File: src/rtl/otter_pipe_pkg.sv
// Shared OTTER pipeline types: writeback-select encoding and the MEM->WB payload.
package otter_pipe_pkg;

    localparam int OTTER_XLEN    = 32;
    localparam int OTTER_RADDR_W = 5;

    // Writeback source select; 2'b11 is reserved and yields a zero result.
    typedef enum logic [1:0] {
        RES_ALU = 2'b00,
        RES_MEM = 2'b01,
        RES_PC4 = 2'b10
    } result_src_e;

    // Fields carried from the memory stage into writeback.
    typedef struct packed {
        logic                     regwrite;
        result_src_e              result_src;
        logic [OTTER_XLEN-1:0]    alu_result;
        logic [OTTER_XLEN-1:0]    read_data;
        logic [OTTER_RADDR_W-1:0] rd;
        logic [OTTER_XLEN-1:0]    pc_plus4;
    } mem_wb_t;

endpackage

File: src/rtl/mem_wb_pipe_reg_if.sv
// MEM->WB boundary bundle: pipeline control, M-stage inputs and W-stage outputs.
interface mem_wb_pipe_reg_if #(
    parameter int XLEN    = 32,
    parameter int RADDR_W = 5,
    parameter int CNT_W   = 32
);
    logic               STALL;
    logic               FLUSH;
    logic               ValidM;
    logic               RegWriteM;
    logic [1:0]         ResultSrcM;
    logic [XLEN-1:0]    ALUResultM;
    logic [XLEN-1:0]    ReadDataM;
    logic [RADDR_W-1:0] RdM;
    logic [XLEN-1:0]    PCPlus4M;

    logic               ValidW;
    logic               RegWriteW;
    logic [1:0]         ResultSrcW;
    logic [RADDR_W-1:0] RdW;
    logic [XLEN-1:0]    ResultW;
    logic [CNT_W-1:0]   RetireCnt;

    // Memory stage / hazard unit side.
    modport master (
        output STALL, FLUSH, ValidM, RegWriteM, ResultSrcM, ALUResultM, ReadDataM, RdM, PCPlus4M,
        input  ValidW, RegWriteW, ResultSrcW, RdW, ResultW, RetireCnt
    );

    // Pipeline register side.
    modport slave (
        input  STALL, FLUSH, ValidM, RegWriteM, ResultSrcM, ALUResultM, ReadDataM, RdM, PCPlus4M,
        output ValidW, RegWriteW, ResultSrcW, RdW, ResultW, RetireCnt
    );
endinterface

File: src/rtl/pipe_ctr.sv
// Free-running performance counter with synchronous clear and enable; wraps modulo 2^W.
module pipe_ctr #(
    parameter int W = 32
) (
    input  logic         clk,
    input  logic         clr,
    input  logic         en,
    output logic [W-1:0] cnt
);

    // Clear beats enable; the count rolls over naturally at the top of its range.
    always_ff @(posedge clk) begin
        if (clr) begin
            cnt <= '0;
        end else if (en) begin
            cnt <= cnt + W'(1);
        end
    end

endmodule

File: src/rtl/mem_wb_pipe_reg.sv
// MEM->WB pipeline register: captures M-stage payload with reset/flush/stall priority,
// qualifies the register-file write, muxes the writeback value and counts retirements.
// Payload field widths come from otter_pipe_pkg; XLEN/RADDR_W must agree with it.
module mem_wb_pipe_reg #(
    parameter int XLEN    = 32,
    parameter int RADDR_W = 5,
    parameter int CNT_W   = 32
) (
    input  logic             CLK,
    input  logic             RST,
    mem_wb_pipe_reg_if.slave bus
);
    import otter_pipe_pkg::*;

    mem_wb_t            m_d;
    mem_wb_t            w_q;
    logic               valid_q;
    logic [RADDR_W-1:0] rd_w;
    logic [XLEN-1:0]    result_w;
    logic               load_en;

    // A real load happens only when neither flush nor stall is active.
    assign load_en = !bus.FLUSH && !bus.STALL;

    // Pack the M-stage inputs into the stage payload.
    always_comb begin
        // NOTE: default the whole struct first so no field can hold over and infer a latch.
        m_d            = '0;
        m_d.regwrite   = bus.RegWriteM;
        m_d.result_src = result_src_e'(bus.ResultSrcM);
        m_d.alu_result = bus.ALUResultM;
        m_d.read_data  = bus.ReadDataM;
        m_d.rd         = bus.RdM;
        m_d.pc_plus4   = bus.PCPlus4M;
    end

    // Stage register: reset, then flush (bubble), then stall (hold), else capture.
    always_ff @(posedge CLK) begin
        // NOTE: non-blocking so payload and valid both sample pre-edge values together.
        if (RST) begin
            valid_q <= 1'b0;
            w_q     <= '0;
        end else if (bus.FLUSH) begin
            valid_q <= 1'b0;
            w_q     <= '0;
        end else if (!bus.STALL) begin
            valid_q <= bus.ValidM;
            w_q     <= m_d;
        end
    end

    // Writeback select on registered fields only; the reserved code reads as zero.
    always_comb begin
        result_w = '0;
        case (w_q.result_src)
            RES_ALU: result_w = w_q.alu_result;
            RES_MEM: result_w = w_q.read_data;
            RES_PC4: result_w = w_q.pc_plus4;
            default: result_w = '0;
        endcase
    end

    assign rd_w           = w_q.rd;
    assign bus.ValidW     = valid_q;
    assign bus.RdW        = rd_w;
    assign bus.ResultSrcW = w_q.result_src;
    assign bus.ResultW    = result_w;
    // Bubbles and writes to x0 never reach the register file.
    assign bus.RegWriteW  = w_q.regwrite && valid_q && (rd_w != '0);

    // Counts every valid instruction entering W; the bump lands on the same edge.
    pipe_ctr #(
        .W (CNT_W)
    ) u_retire_ctr (
        .clk (CLK),
        .clr (RST),
        .en  (load_en && bus.ValidM),
        .cnt (bus.RetireCnt)
    );

endmodule

File: src/flat_wrapper.sv
// flat-port wrapper written by rule: the top's interface ports become plain ports
module mem_wb_pipe_reg_flat import otter_pipe_pkg::*;
#(
    parameter int XLEN    = 32,
    parameter int RADDR_W = 5,
    parameter int CNT_W   = 32
)
  (CLK, RST, bus_STALL, bus_FLUSH, bus_ValidM, bus_RegWriteM, bus_ResultSrcM, bus_ALUResultM, bus_ReadDataM, bus_RdM, bus_PCPlus4M, bus_ValidW, bus_RegWriteW, bus_ResultSrcW, bus_RdW, bus_ResultW, bus_RetireCnt);
  mem_wb_pipe_reg_if #(.XLEN(XLEN), .RADDR_W(RADDR_W), .CNT_W(CNT_W)) bus_i ();
  input  logic CLK;
  input  logic RST;
  input wire logic [$bits(bus_i.STALL)-1:0] bus_STALL;
  input wire logic [$bits(bus_i.FLUSH)-1:0] bus_FLUSH;
  input wire logic [$bits(bus_i.ValidM)-1:0] bus_ValidM;
  input wire logic [$bits(bus_i.RegWriteM)-1:0] bus_RegWriteM;
  input wire logic [$bits(bus_i.ResultSrcM)-1:0] bus_ResultSrcM;
  input wire logic [$bits(bus_i.ALUResultM)-1:0] bus_ALUResultM;
  input wire logic [$bits(bus_i.ReadDataM)-1:0] bus_ReadDataM;
  input wire logic [$bits(bus_i.RdM)-1:0] bus_RdM;
  input wire logic [$bits(bus_i.PCPlus4M)-1:0] bus_PCPlus4M;
  output wire logic [$bits(bus_i.ValidW)-1:0] bus_ValidW;
  output wire logic [$bits(bus_i.RegWriteW)-1:0] bus_RegWriteW;
  output wire logic [$bits(bus_i.ResultSrcW)-1:0] bus_ResultSrcW;
  output wire logic [$bits(bus_i.RdW)-1:0] bus_RdW;
  output wire logic [$bits(bus_i.ResultW)-1:0] bus_ResultW;
  output wire logic [$bits(bus_i.RetireCnt)-1:0] bus_RetireCnt;
  assign bus_i.STALL = bus_STALL;
  assign bus_i.FLUSH = bus_FLUSH;
  assign bus_i.ValidM = bus_ValidM;
  assign bus_i.RegWriteM = bus_RegWriteM;
  assign bus_i.ResultSrcM = bus_ResultSrcM;
  assign bus_i.ALUResultM = bus_ALUResultM;
  assign bus_i.ReadDataM = bus_ReadDataM;
  assign bus_i.RdM = bus_RdM;
  assign bus_i.PCPlus4M = bus_PCPlus4M;
  assign bus_ValidW = bus_i.ValidW;
  assign bus_RegWriteW = bus_i.RegWriteW;
  assign bus_ResultSrcW = bus_i.ResultSrcW;
  assign bus_RdW = bus_i.RdW;
  assign bus_ResultW = bus_i.ResultW;
  assign bus_RetireCnt = bus_i.RetireCnt;
  mem_wb_pipe_reg #(.XLEN(XLEN), .RADDR_W(RADDR_W), .CNT_W(CNT_W)) u_core (.CLK(CLK), .RST(RST), .bus(bus_i));
endmodule
File: config.mk
export PLATFORM = sky130hd
export DESIGN_NAME = mem_wb_pipe_reg_flat
export DESIGN_NICKNAME = d
export VERILOG_FILES = /design/src/rtl/otter_pipe_pkg.sv /design/src/rtl/mem_wb_pipe_reg_if.sv /design/src/rtl/pipe_ctr.sv /design/src/rtl/mem_wb_pipe_reg.sv /design/src/flat_wrapper.sv
export SDC_FILE = /design/constraint.sdc
export NUM_CORES = 1
export LEC_CHECK = 0
export ABC_AREA = 1
export BUFFER_PORTS_ARGS = -buffer_cell sky130_fd_sc_hd__clkbuf_2
export CAP_MARGIN = 20
export CORE_ASPECT_RATIO = 1.2
export CORE_MARGIN = 10
export CORE_UTILIZATION = 35
export CTS_BUF_LIST = sky130_fd_sc_hd__clkbuf_8
export CTS_CLUSTER_DIAMETER = 200
export DETAILED_ROUTE_END_ITERATION = 8
export PLACE_DENSITY_LB_ADDON = 0.2
export RECOVER_POWER = 100
export SYNTH_ARGS = -nofsm -noshare
export SYNTH_HDL_FRONTEND = slang
export SYNTH_SLANG_ARGS = --single-unit
File: constraint.sdc
create_clock -name CLK -period 1.48 [get_ports CLK]
set_input_delay 0.074 -clock CLK [delete_from_list [all_inputs] [get_ports CLK]]
set_output_delay 0.074 -clock CLK [all_outputs]
set_load 0.02 [all_outputs]
Word-level counts from Yosys, hierarchy flattened
Index checks and enable logic that the tools add are counted.

Add/subtract/negate cells: 1. Reductions and logical operators: 9. Muxes and demuxes: 1. Equality and inequality tests: 2.

Operator list (count): case mux 32 bit (3 select lines) (1); adder 32 x 1 -> 32 bit (second input constant) (1); nonzero test 5 bit (1); logical AND 1 bit (4); == test 2 x 1 -> 1 bit (second input constant) (1); == test 2 bit (second input constant) (1); logical NOT 1 bit (2); logical NOT 2 bit (1); OR reduction 2 bit (1).

Bits in registers: 137. Output and inout port bits: 73. Bits of input ports: 109.

Logic depth before layout (Yosys ltp)
Gate-level depths: netlist of the first run.

Word-level depth: 3. Depth in mapped cells: 9.

By module
From an unflattened synthesis of the first run, not the netlist that was laid out.

Cell total of the unflattened synthesis: 878. Area total of the unflattened synthesis: 6284.8 um^2.

Modules (own cells, without submodules): mem_wb_pipe_reg (cells an instance 615, times used 1, area an instance 4491.8 um^2); pipe_ctr (cells an instance 263, times used 1, area an instance 1793.0 um^2).

Least setup slack after synthesis of the first run
No wires, ideal clock.

Path kind: register -> register. Start point: register u_core.u_retire_ctr.cnt[0]. End point: register u_core.u_retire_ctr.cnt[28]. Slack: -0.044 ns. Path buffers: 0. Setup time: 0.115 ns. Required time: 1.365 ns. Data arrival time: 1.409 ns. Cell stages (with the launch flop): 9. Path through: dfxtp_1 > ha_1 > nand3_1 > nor2_1 > nand3_1 > nor2_1 > nand3_1 > nand2_1 > nor2_1.

Cells in the longest elaborated chain, start to end: 1.

Ends and longest elaborated chain: start: declaration (line pipe_ctr.sv:8) `output logic [W-1:0] cnt`; start signal: assignment (line pipe_ctr.sv:16) `cnt <= cnt + W'(1);`; adder 32 x 1 -> 32 bit (line pipe_ctr.sv:16).

Every way passes these cells. A chain may end at the register's enable or synchronous reset.

Final worst setup path of the first run
Start point: register u_core.w_q, in the netlist u_core.bus.ResultSrcW[1]. End point: output bus_ResultW[8].

Cells in the longest elaborated chain, start to end: 2. Elaborated cells on any way between the ends: 4.

Ends and longest elaborated chain: start: declaration (line mem_wb_pipe_reg.sv:16) `mem_wb_t w_q;`; start signal: assignment (line mem_wb_pipe_reg.sv:48) `w_q <= m_d;`; == test 2 bit, or another cell as far along (line mem_wb_pipe_reg.sv:55) `case (w_q.result_src)`; case mux 32 bit (3 select lines) (*) (line mem_wb_pipe_reg.sv:55); end: declaration (line flat_wrapper.sv:25) `output wire logic [$bits(bus_i.ResultW)-1:0] bus_ResultW;`.

Every way passes the cells marked *; elsewhere a longest branch is shown, timed or not.

==> impl_metrics.ini, run 1 <==
[critical_path]
critical_path.cell_chain = inv_2, or2_4, buf_12, clkbuf_16, o211ai_1, buf_4
crit_fanout = 9
worst-endpoint-arrival_ns = 1.74
timing.critical_path.slowest_cell_delay_ns = 0.34
rr_startpoint = u_core.u_retire_ctr.cnt[0]
cell_with_the_largest_stage_delay_on_the_worst_path = sky130_fd_sc_hd__dfxtp_2
rrSetupSlack_ns = 0
end_kind = output pin
setup.worst_path.class = reg2out
crit_required_ns = 1.41
startpoint_type = flip-flop
r2r_cells = 6
rr_endpoint = u_core.u_retire_ctr.cnt[8]

[final_layout]
final-instance-count-excl-fill = 1399
multi_input_comb_area_um2 = 2850
fin_nets = 1280
synthToLayoutAreaGrowth_pct = 50.3
finalCoreUtilization = 0.538
layout.area.seq_um2 = 2760
layout-drive-gt1-share = 0.214
fill_cells = 1677

[global_routing]
grt_use_total = 0.179
pin_count_of_the_biggest_net_entering_global_routing = 139
first_global_vias = 6715
grt.overflow.total = 0
antenna_found_initial = 1
global_route_wire_length_before_repair_um = 33900

[place]
post-dp-hpwl_um = 13700
place.detailed.instances = 1248
port_buffers = 181
gpl.final_weighted_congestion = 0.859

[timing]
finalHoldViolations = 0
fmaxAchievable_ghz = 0.552
skew_final_ns = 0.00999
timing.final.max_slew_violations = 0
fin_worst_setup_slack_ns = -0.333
tightestPinTransition_ns = 0.578
relSlewSlack = 0.615
finalCritPeriodShare = 1.22
final-setup-viol-count = 38
fin_crit_ns = 1.81
rsz0062_at_grt = yes

[route]
routed_via_density = 4.75
antenna_violating_nets_remaining = 0
drt-wirelength-per-cell_um = 15.0
route.detailed.drc = 0
drt_pre_antenna_iters = 5
postRouteWirelength_um = 20900
drt-initial-drc-count = 300
via_count = 6644

[synth]
synth.net_count = 984
yosysWarnings = 0
synth_cell_types = 25
syn-instance-count = 874
synth.yosys.seq_area_share = 0.451
post_synth_instance_area_um2 = 6080
avgSynthCellArea_um2 = 6.96
number_of_register_bits_inferred_by_synthesis = 137

[cts]
clock_sink_count = 137
cts_root_buf = sky130_fd_sc_hd__clkbuf_8
insertion_delay_ns = 0.45
clk_transition_reported_paths_ns = 0.07
cts_tree = yes
cts_buffer_depth = 2
inserted_clock_buffers = 17
htree_levels = 4

[outcome]
violations = setup timing
run_status = complete, but fails checks

[die]
fp-row-count = 52
top_level_ports = 182
dieHeight_um = 164
start_util = 0.358
fp.dieArea_um2 = 23100
placeableCoreArea_um2 = 17000
chipWidth_um = 140

[power]
static-leakage-power_nw = 3.74
ir_drop_uv = 549
power_density_nw_per_um2 = 908

[hold_path]
min_path_type = in2reg
worst_hold_path.endpoint = u_core.w_q[37]
worst_hold_path.num_cells = 4
worst_hold_startpoint = bus_FLUSH

[job]
number_of_violations_of_the_max_capacitance_limit = 0
## per-layer routing
layer / vias up / share of wire / GRT usage
li1: 3428 / - / -
met1: 3011 / 0.44 / 0.213
met2: 173 / 0.48 / 0.298
met3: 32 / 0.060 / 0.0563
met4: 0 / 0.020 / 0.0592
met5: - / 0 / 0
## synth_stat cells
cell type,instances,area share
sky130_fd_sc_hd__a211oi_1,33,0.041
sky130_fd_sc_hd__a21oi_1,83,0.068
sky130_fd_sc_hd__and2_1,1,0.0010
sky130_fd_sc_hd__buf_1,9,0.0056
sky130_fd_sc_hd__buf_2,6,0.0049
sky130_fd_sc_hd__buf_4,8,0.0099
sky130_fd_sc_hd__clkbuf_1,35,0.022
sky130_fd_sc_hd__dfxtp_1,137,0.45
sky130_fd_sc_hd__ha_1,1,0.0021
sky130_fd_sc_hd__inv_1,80,0.049
sky130_fd_sc_hd__inv_2,4,0.0025
sky130_fd_sc_hd__nand2_1,256,0.16
sky130_fd_sc_hd__nand3_1,61,0.050
sky130_fd_sc_hd__nand3_4,1,0.0029
sky130_fd_sc_hd__nand4_1,10,0.010
sky130_fd_sc_hd__nor2_1,90,0.056
sky130_fd_sc_hd__nor2_2,7,0.0072
sky130_fd_sc_hd__nor3_1,2,0.0016
sky130_fd_sc_hd__nor3b_1,1,0.0012
sky130_fd_sc_hd__o211ai_1,32,0.039
sky130_fd_sc_hd__o21ai_0,10,0.0082
sky130_fd_sc_hd__o21bai_1,3,0.0037
sky130_fd_sc_hd__or2_0,1,0.0010
sky130_fd_sc_hd__or2_2,1,0.0010
sky130_fd_sc_hd__xor2_1,2,0.0029
## worst max-delay path by stage
stage / from / to / depth (start not counted)
2_1_floorplan: u_core.bus.ResultSrcW[0] / bus_ResultW[0] / 5
3_3_place_gp: u_core.bus.ResultSrcW[1] / bus_ResultW[28] / 5
3_5_place_dp: u_core.bus.ResultSrcW[1] / bus_ResultW[28] / 5
4_1_cts: u_core.bus.ResultSrcW[1] / bus_ResultW[28] / 5
5_1_grt: u_core.bus.ResultSrcW[1] / bus_ResultW[8] / 6
6_report: u_core.bus.ResultSrcW[1] / bus_ResultW[8] / 6
## state kept, by name (all words and copies together) (netlist names)
| signal | count |
|---|---|
| u_core.bus.ValidW | 1 |
| u_core.w_q | 97 |
| u_core.bus.RdW | 5 |
| u_core.bus.ResultSrcW | 2 |
| u_core.u_retire_ctr.cnt | 32 |
## timing repair
action	in CTS	in global routing
hold endpoints to repair	116	0
setup buffers	10	2
hold buffers	106	0
endpoints found under the setup margin	33	52
cloned	0	1
pin swaps	4	9
gates resized for setup	45	70
## cell families after synthesis
kind of cell | count (synthesis) | share of synthesized area
AND/OR/NAND/NOR | 431 | 0.290
XOR/XNOR | 2 | 0.00288
adder cells (fa/ha/maj) | 1 | 0.00206
AO/OA/AOI/OAI | 161 | 0.160
flip-flops | 137 | 0.451
buffers and inverters | 142 | 0.0938
## critical path, delay by kind of cell, from the launching register on
family | cells | cell delay (ns)
AO/OA/AOI/OAI | 1 | 0.20
buffers and inverters | 4 | 0.51
flip-flops | 1 | 0.34
AND/OR/NAND/NOR | 1 | 0.25
## per-stage QoR
step / setup WS, ns / hold WS (ns) / power, mW / area [um^2] / setup TNS (ns)
2_1_floorplan: 0.00304 / 0.150 / 4.34 / 6090 / 0
3_3_place_gp: 0.00381 / 0.307 / 4.69 / 7380 / 0
3_5_place_dp: -0.0431 / 0.311 / 4.69 / 7380 / -0.0431
4_1_cts: -0.342 / 0.0641 / 8.41 / 9120 / -8.66
5_1_grt: -0.409 / 0.184 / 8.67 / 9140 / -14.80
6_report: -0.333 / 0.132 / 8.30 / 9140 / -9.02
## power by group
part	switching [mW]	internal (mW)	total, mW
registers	0.0482	3.78	3.83
clock network	1.56	1.84	3.41
logic	0.537	0.530	1.07
## area by class of cell
cell class,count,share of cell area
multi-input combinational,595,0.311
clock buffer,17,0.0256
timing repair buffer,335,0.275
clock inverter,14,0.0218
antenna,1,0.000274
tap,216,0.0296
inverter,84,0.0345
sequential,137,0.302
## cells in the final DEF, fill, tap and decap left out, types with 4 or more instances in the layout
| cell | Yosys | layout |
|---|---|---|
| sky130_fd_sc_hd__nand2_1 | 256 | 253 |
| sky130_fd_sc_hd__dfxtp_1 | 137 | 127 |
| sky130_fd_sc_hd__clkbuf_2 | 0 | 113 |
| sky130_fd_sc_hd__dlygate4sd3_1 | 0 | 106 |
| sky130_fd_sc_hd__nor2_1 | 90 | 87 |
| sky130_fd_sc_hd__a21oi_1 | 83 | 83 |
| sky130_fd_sc_hd__inv_1 | 80 | 81 |
| sky130_fd_sc_hd__buf_4 | 8 | 58 |
| sky130_fd_sc_hd__nand3_1 | 61 | 56 |
| sky130_fd_sc_hd__clkbuf_1 | 35 | 41 |
| sky130_fd_sc_hd__a211oi_1 | 33 | 33 |
| sky130_fd_sc_hd__o211ai_1 | 32 | 32 |
| sky130_fd_sc_hd__clkbuf_8 | 0 | 17 |
| sky130_fd_sc_hd__buf_12 | 0 | 11 |
| sky130_fd_sc_hd__o21ai_0 | 10 | 10 |
| sky130_fd_sc_hd__nand4_1 | 10 | 10 |
| sky130_fd_sc_hd__dfxtp_2 | 0 | 8 |
| sky130_fd_sc_hd__nor2_2 | 7 | 6 |
| sky130_fd_sc_hd__nand3_2 | 0 | 5 |
| sky130_fd_sc_hd__clkinv_4 | 0 | 5 |
| sky130_fd_sc_hd__nor2_4 | 0 | 4 |
| sky130_fd_sc_hd__bufinv_16 | 0 | 4 |
(Power assumes the default switching activity.)
==> run 2: changes to the inputs <==
CTS_BUF_LIST = default   (was sky130_fd_sc_hd__clkbuf_8)
PLACE_DENSITY_LB_ADDON = default   (was 0.2)
==> run 2 against run 1 <==
Compared with the run above:
- the flow still finishes with violations (setup timing)
- cell count shrank 0.29%
- sequential power about the same
- power rose by 7.5%
- utilization rose by 0.89 points
- via count grew 2.2%
- register-to-register slack gained 0.06 ns
- critical path type unchanged
- first-iteration DRC count rose by 11%
- die area unchanged
- clock skew grew 0.00075 ns
==> impl_metrics.ini, run 2 (synthesis gave the netlist of run 1 again) <==
[timing]
tightestPinTransition_ns = 1.49
skew_final_ns = 0.0107
timing.final.max_slew_violations = 0
finalCritPeriodShare = 1.19
rsz0062_at_grt = yes
fin_crit_ns = 1.76
relSlewSlack = 0.00600
final-setup-viol-count = 53
fin_worst_setup_slack_ns = -0.276
setup_tns_ns = -6.61
finalHoldViolations = 0
fmaxAchievable_ghz = 0.569

[cts]
inserted_clock_buffers = 17
insertion_delay_ns = 0.42
htree_levels = 4
cts_root_buf = sky130_fd_sc_hd__clkbuf_16
clock_sink_count = 137
cts_tree = yes
clk_transition_reported_paths_ns = 0.06
cts_buffer_depth = 2

[power]
cellInternalPower_mw = 6.69
p_clk_frac = 0.446
ir_drop_uv = 813
swShare = 0.250
finalPower_mw = 8.93
p_comb_frac = 0.123
power_density_nw_per_um2 = 960
static-leakage-power_nw = 3.79
pwr-share-seq = 0.431
switchingPower_mw = 2.23

[final_layout]
fill_cells = 1604
finalCoreUtilization = 0.547
layout-drive-gt1-share = 0.227
layout.cells.most_common = sky130_fd_sc_hd__nand2_1
synthToLayoutAreaGrowth_pct = 52.8
layout_common_cells = sky130_fd_sc_hd__nand2_1, sky130_fd_sc_hd__dfxtp_1, sky130_fd_sc_hd__clkbuf_2, sky130_fd_sc_hd__dlygate4sd3_1
regMostFlops = u_core.w_q
layout.area.seq_um2 = 2750
number_of_flip_flops_under_the_largest_register_name = 97
multi_input_comb_area_um2 = 2910
fin_nets = 1273

[global_routing]
grt.overflow.total = 0
grt_use_total = 0.184
pin_count_of_the_biggest_net_entering_global_routing = 139
global_route_wire_length_before_repair_um = 35000
first_global_vias = 6965
antenna_found_initial = 2

[critical_path]
startpoint_type = flip-flop
setup.worst_path.class = reg2out
end_kind = output pin
worst-endpoint-arrival_ns = 1.68
crit_fanout = 21
r2r_cells = 6
crit_required_ns = 1.41

[route]
m1WireLength_um = 9220
routed.top_layer = met4
wl_met2_um = 10200
detailroute.wirelength.met3_um = 1550
drt_pre_antenna_iters = 6
via_count = 6793
routed_via_density = 4.87
drt-wirelength-per-cell_um = 15.4
postRouteWirelength_um = 21400
antenna_violating_nets_remaining = 0
drt-initial-drc-count = 334
route.detailed.drc = 0

[die]
placeableCoreArea_um2 = 17000
chipWidth_um = 140
fp-row-count = 52
start_util = 0.358
top_level_ports = 182
dieHeight_um = 164
fp.dieArea_um2 = 23100

[outcome]
violations = setup timing
run_status = complete, but fails checks

[job]
number_of_violations_of_the_max_capacitance_limit = 0

[place]
gpl.final_weighted_congestion = 0.866
post-dp-hpwl_um = 13700
pre_cts_slack_ns = 0.0506
port_buffers = 181

[hold_path]
worst_hold_path.num_cells = 3
min_path_type = in2reg
[run 2: final timing paths]
check | to | startpoint | slack [ns]
min reg2reg | u_core.w_q[79] | u_core.w_q[79] | 0.46
max reg2reg | u_core.u_retire_ctr.cnt[8] | u_core.u_retire_ctr.cnt[1] | 0.06
min | u_core.u_retire_ctr.cnt[26] | RST | 0.06
max | bus_ResultW[12] | u_core.bus.ResultSrcW[1] | -0.28
[run 2: worst max-delay path, stage by stage (launching register included)]
cell	delay [ns]
sky130_fd_sc_hd__dfxtp_2	0.34
sky130_fd_sc_hd__inv_2	0.04
sky130_fd_sc_hd__or2_4	0.25
sky130_fd_sc_hd__buf_12	0.17
sky130_fd_sc_hd__o211ai_1	0.27
sky130_fd_sc_hd__buf_4	0.21
[run 2: layer usage]
| metal | track usage | up-vias |
|---|---|---|
| li1 | - | 3420 |
| met1 | 0.219 | 3135 |
| met2 | 0.300 | 210 |
| met3 | 0.0598 | 28 |
| met4 | 0.0705 | 0 |
| met5 | 0 | - |
[run 2: area by class of cell]
cell class | instances | area share
repair buffers | 328 | 0.267
diodes | 3 | 0.000808
well taps | 216 | 0.0291
inverters | 84 | 0.0339
flip-flops and latches | 137 | 0.296
clock inverters | 10 | 0.00727
multi-input cells | 595 | 0.313
clock buffers | 22 | 0.0532
[run 2: stage by stage]
| step | cell area, um^2 | std cells | hold WS, ns |
|---|---|---|---|
| 2_1_floorplan | 6090 | 874 | 0.150 |
| 3_3_place_gp | 7390 | 1248 | 0.309 |
| 3_5_place_dp | 7390 | 1248 | 0.310 |
| 4_1_cts | 9270 | 1394 | 0.0502 |
| 5_1_grt | 9290 | 1394 | 0.0707 |
| 6_report | 9300 | 1395 | 0.0622 |
[run 2: timing repair]
item,4_1_cts,5_1_grt
setup endpoints to repair,33,53
resized for setup,52,77
hold buffers,105,0
gates cloned,3,0
pin swaps,13,16
buffers inserted,6,0
endpoints found under the hold margin,105,0
[run 2: power by group through the flow]
| stage | sequential, mW | clock [mW] | combinational, mW |
|---|---|---|---|
| after floorplan | 3.91 | 0 | 0.427 |
| after global placement | 3.91 | 0 | 0.797 |
| after detailed placement | 3.92 | 0 | 0.797 |
| after CTS | 3.84 | 4.09 | 1.10 |
| after global routing | 3.85 | 4.23 | 1.20 |
| final | 3.84 | 3.98 | 1.10 |
==> run 3: changes to the inputs <==
CORE_ASPECT_RATIO = 0.9   (was 1.2)
==> run 3 against run 2 <==
Compared with the run above:
- largest cell class unchanged
- the run still ends with setup timing left
- count of clock-buffer cells in the layout shrank 3
- flip-flop and latch count is the same
- cell count grew 1.4%
- critical endpoint is now bus_ResultW[26]
==> impl_metrics.ini, run 3 (synthesis gave the netlist of run 1 again) <==
[timing]
timing.final.max_slew_violations = 0
fin_worst_setup_slack_ns = -0.259
fmaxAchievable_ghz = 0.575
relSlewSlack = 0.0183
finalCritPeriodShare = 1.17
finalHoldViolations = 0
rsz0062_at_grt = yes
tightestPinTransition_ns = 1.47
skew_final_ns = 0.00267
fin_crit_ns = 1.74
final-setup-viol-count = 42

[critical_path]
crit_required_ns = 1.41
critical_path.cell_chain = buf_6, nor2_4, buf_6, buf_16, nand2_2, o211ai_1, buf_4
startpoint_type = flip-flop
worst-endpoint-arrival_ns = 1.66
r2r_cells = 6
rr_startpoint = u_core.u_retire_ctr.cnt[0]
rr_endpoint = u_core.u_retire_ctr.cnt[8]
rrSetupSlack_ns = 0.03
cell_with_the_largest_stage_delay_on_the_worst_path = sky130_fd_sc_hd__dfxtp_2
timing.critical_path.slowest_cell_delay_ns = 0.33
cp_common_cell = sky130_fd_sc_hd__buf_6
cp_launch_point = u_core.bus.ResultSrcW[1]
setup.worst_path.class = reg2out
end_kind = output pin
crit_fanout = 7

[outcome]
violations = setup timing
run_status = complete, but fails checks

[cts]
clk_transition_reported_paths_ns = 0.06
clock_sink_count = 137
cts_tree = yes
inserted_clock_buffers = 17
htree_levels = 4
cts_root_buf = sky130_fd_sc_hd__clkbuf_16
cts_buffer_depth = 2
insertion_delay_ns = 0.41

[route]
via_count = 6739
routed_via_density = 4.77
drt_pre_antenna_iters = 5
drt-wirelength-per-cell_um = 15.3
antenna_violating_nets_remaining = 0
postRouteWirelength_um = 21600
drt-initial-drc-count = 366
route.detailed.drc = 0

[final_layout]
layout.cells.most_common = sky130_fd_sc_hd__nand2_1
number_of_flip_flops_under_the_largest_register_name = 97
finalCoreUtilization = 0.555
layout_common_cells = sky130_fd_sc_hd__nand2_1, sky130_fd_sc_hd__dfxtp_1, sky130_fd_sc_hd__clkbuf_2, sky130_fd_sc_hd__dlygate4sd3_1, sky130_fd_sc_hd__nor2_1
synthToLayoutAreaGrowth_pct = 54.5
regMostFlops = u_core.w_q
fin_nets = 1274
layout-drive-gt1-share = 0.229

[place]
port_buffers = 181
gpl.final_weighted_congestion = 0.860
pre_cts_slack_ns = 0.0299
post-dp-hpwl_um = 13700

[global_routing]
global_route_wire_length_before_repair_um = 34400
pin_count_of_the_biggest_net_entering_global_routing = 139
antenna_found_initial = 2
grt.overflow.total = 0
grt_use_total = 0.181
first_global_vias = 6599

[power]
ir_drop_uv = 783
static-leakage-power_nw = 3.83
power_density_nw_per_um2 = 1010

[job]
number_of_violations_of_the_max_capacitance_limit = 0

[hold_path]
worst_hold_path.num_cells = 3
worst_hold_path.endpoint = u_core.u_retire_ctr.cnt[2]
worst_hold_startpoint = RST
min_path_type = in2reg

[die]
fp-row-count = 45
fp.dieArea_um2 = 23100
placeableCoreArea_um2 = 16900
chipWidth_um = 159
dieHeight_um = 145
start_util = 0.359
top_level_ports = 182
-- run 3: cell type report --
type	instances	area (um^2)
fillers	1601	7550
multi-input cells	595	2900
flip-flops and latches	137	2760
repair buffers	329	2480
clock buffers	19	443
inverters	84	317
well taps	235	294
clock inverters	13	195
diodes	2	5.00
-- run 3: critical path: cells and delay by family, from the launching register on --
| kind | cells | cell delay, ns |
|---|---|---|
| buf+inv | 4 | 0.60 |
| flops | 1 | 0.33 |
| simple gates | 2 | 0.21 |
| compound gates | 1 | 0.10 |
-- run 3: where the power goes --
part / switching [mW] / internal, mW
logic: 0.566 / 0.539
clock network: 1.69 / 2.88
registers: 0.0511 / 3.79
total: 2.30 / 7.21
-- run 3: worst max-delay path by stage --
| stage | cells past startpoint | endpoint | slack (ns) |
|---|---|---|---|
| 2_1_floorplan | 5 | bus_ResultW[0] | 0.003 |
| 5_1_grt | 7 | bus_ResultW[11] | -0.36 |
| 3_3_place_gp | 8 | u_core.u_retire_ctr.cnt[28] | 0.05 |
| 6_report | 7 | bus_ResultW[26] | -0.26 |
| 4_1_cts | 7 | bus_ResultW[28] | -0.29 |
| 3_5_place_dp | 8 | u_core.u_retire_ctr.cnt[28] | 0.03 |
-- run 3: metrics by stage --
stage	TNS, ns	total power [mW]	cells	hold slack, ns	cell area, um^2
2_1_floorplan	0	4.34	874	0.150	6090
3_3_place_gp	0	4.70	1268	0.307	7410
3_5_place_dp	0	4.70	1268	0.315	7410
4_1_cts	-8.36	9.58	1412	0.0599	9360
5_1_grt	-16.57	9.89	1414	0.0573	9400
6_report	-7.27	9.51	1414	0.0492	9400
-- run 3: routing by layer --
metal	vias to the layer above	global-route usage	part of all wire
met3	44	0.0421	0.053
met2	228	0.288	0.47
met4	0	0.0824	0.028
li1	3408	-	-
met1	3059	0.227	0.45
met5	-	0	0
-- run 3: timing repair --
action | in CTS | in global routing
hold endpoints to repair | 105 | 0
hold buffers | 105 | 0
resized for setup | 54 | 77
cloned | 3 | 0
endpoints found under the setup margin | 32 | 54
setup buffers | 4 | 1
pin swaps | 14 | 14
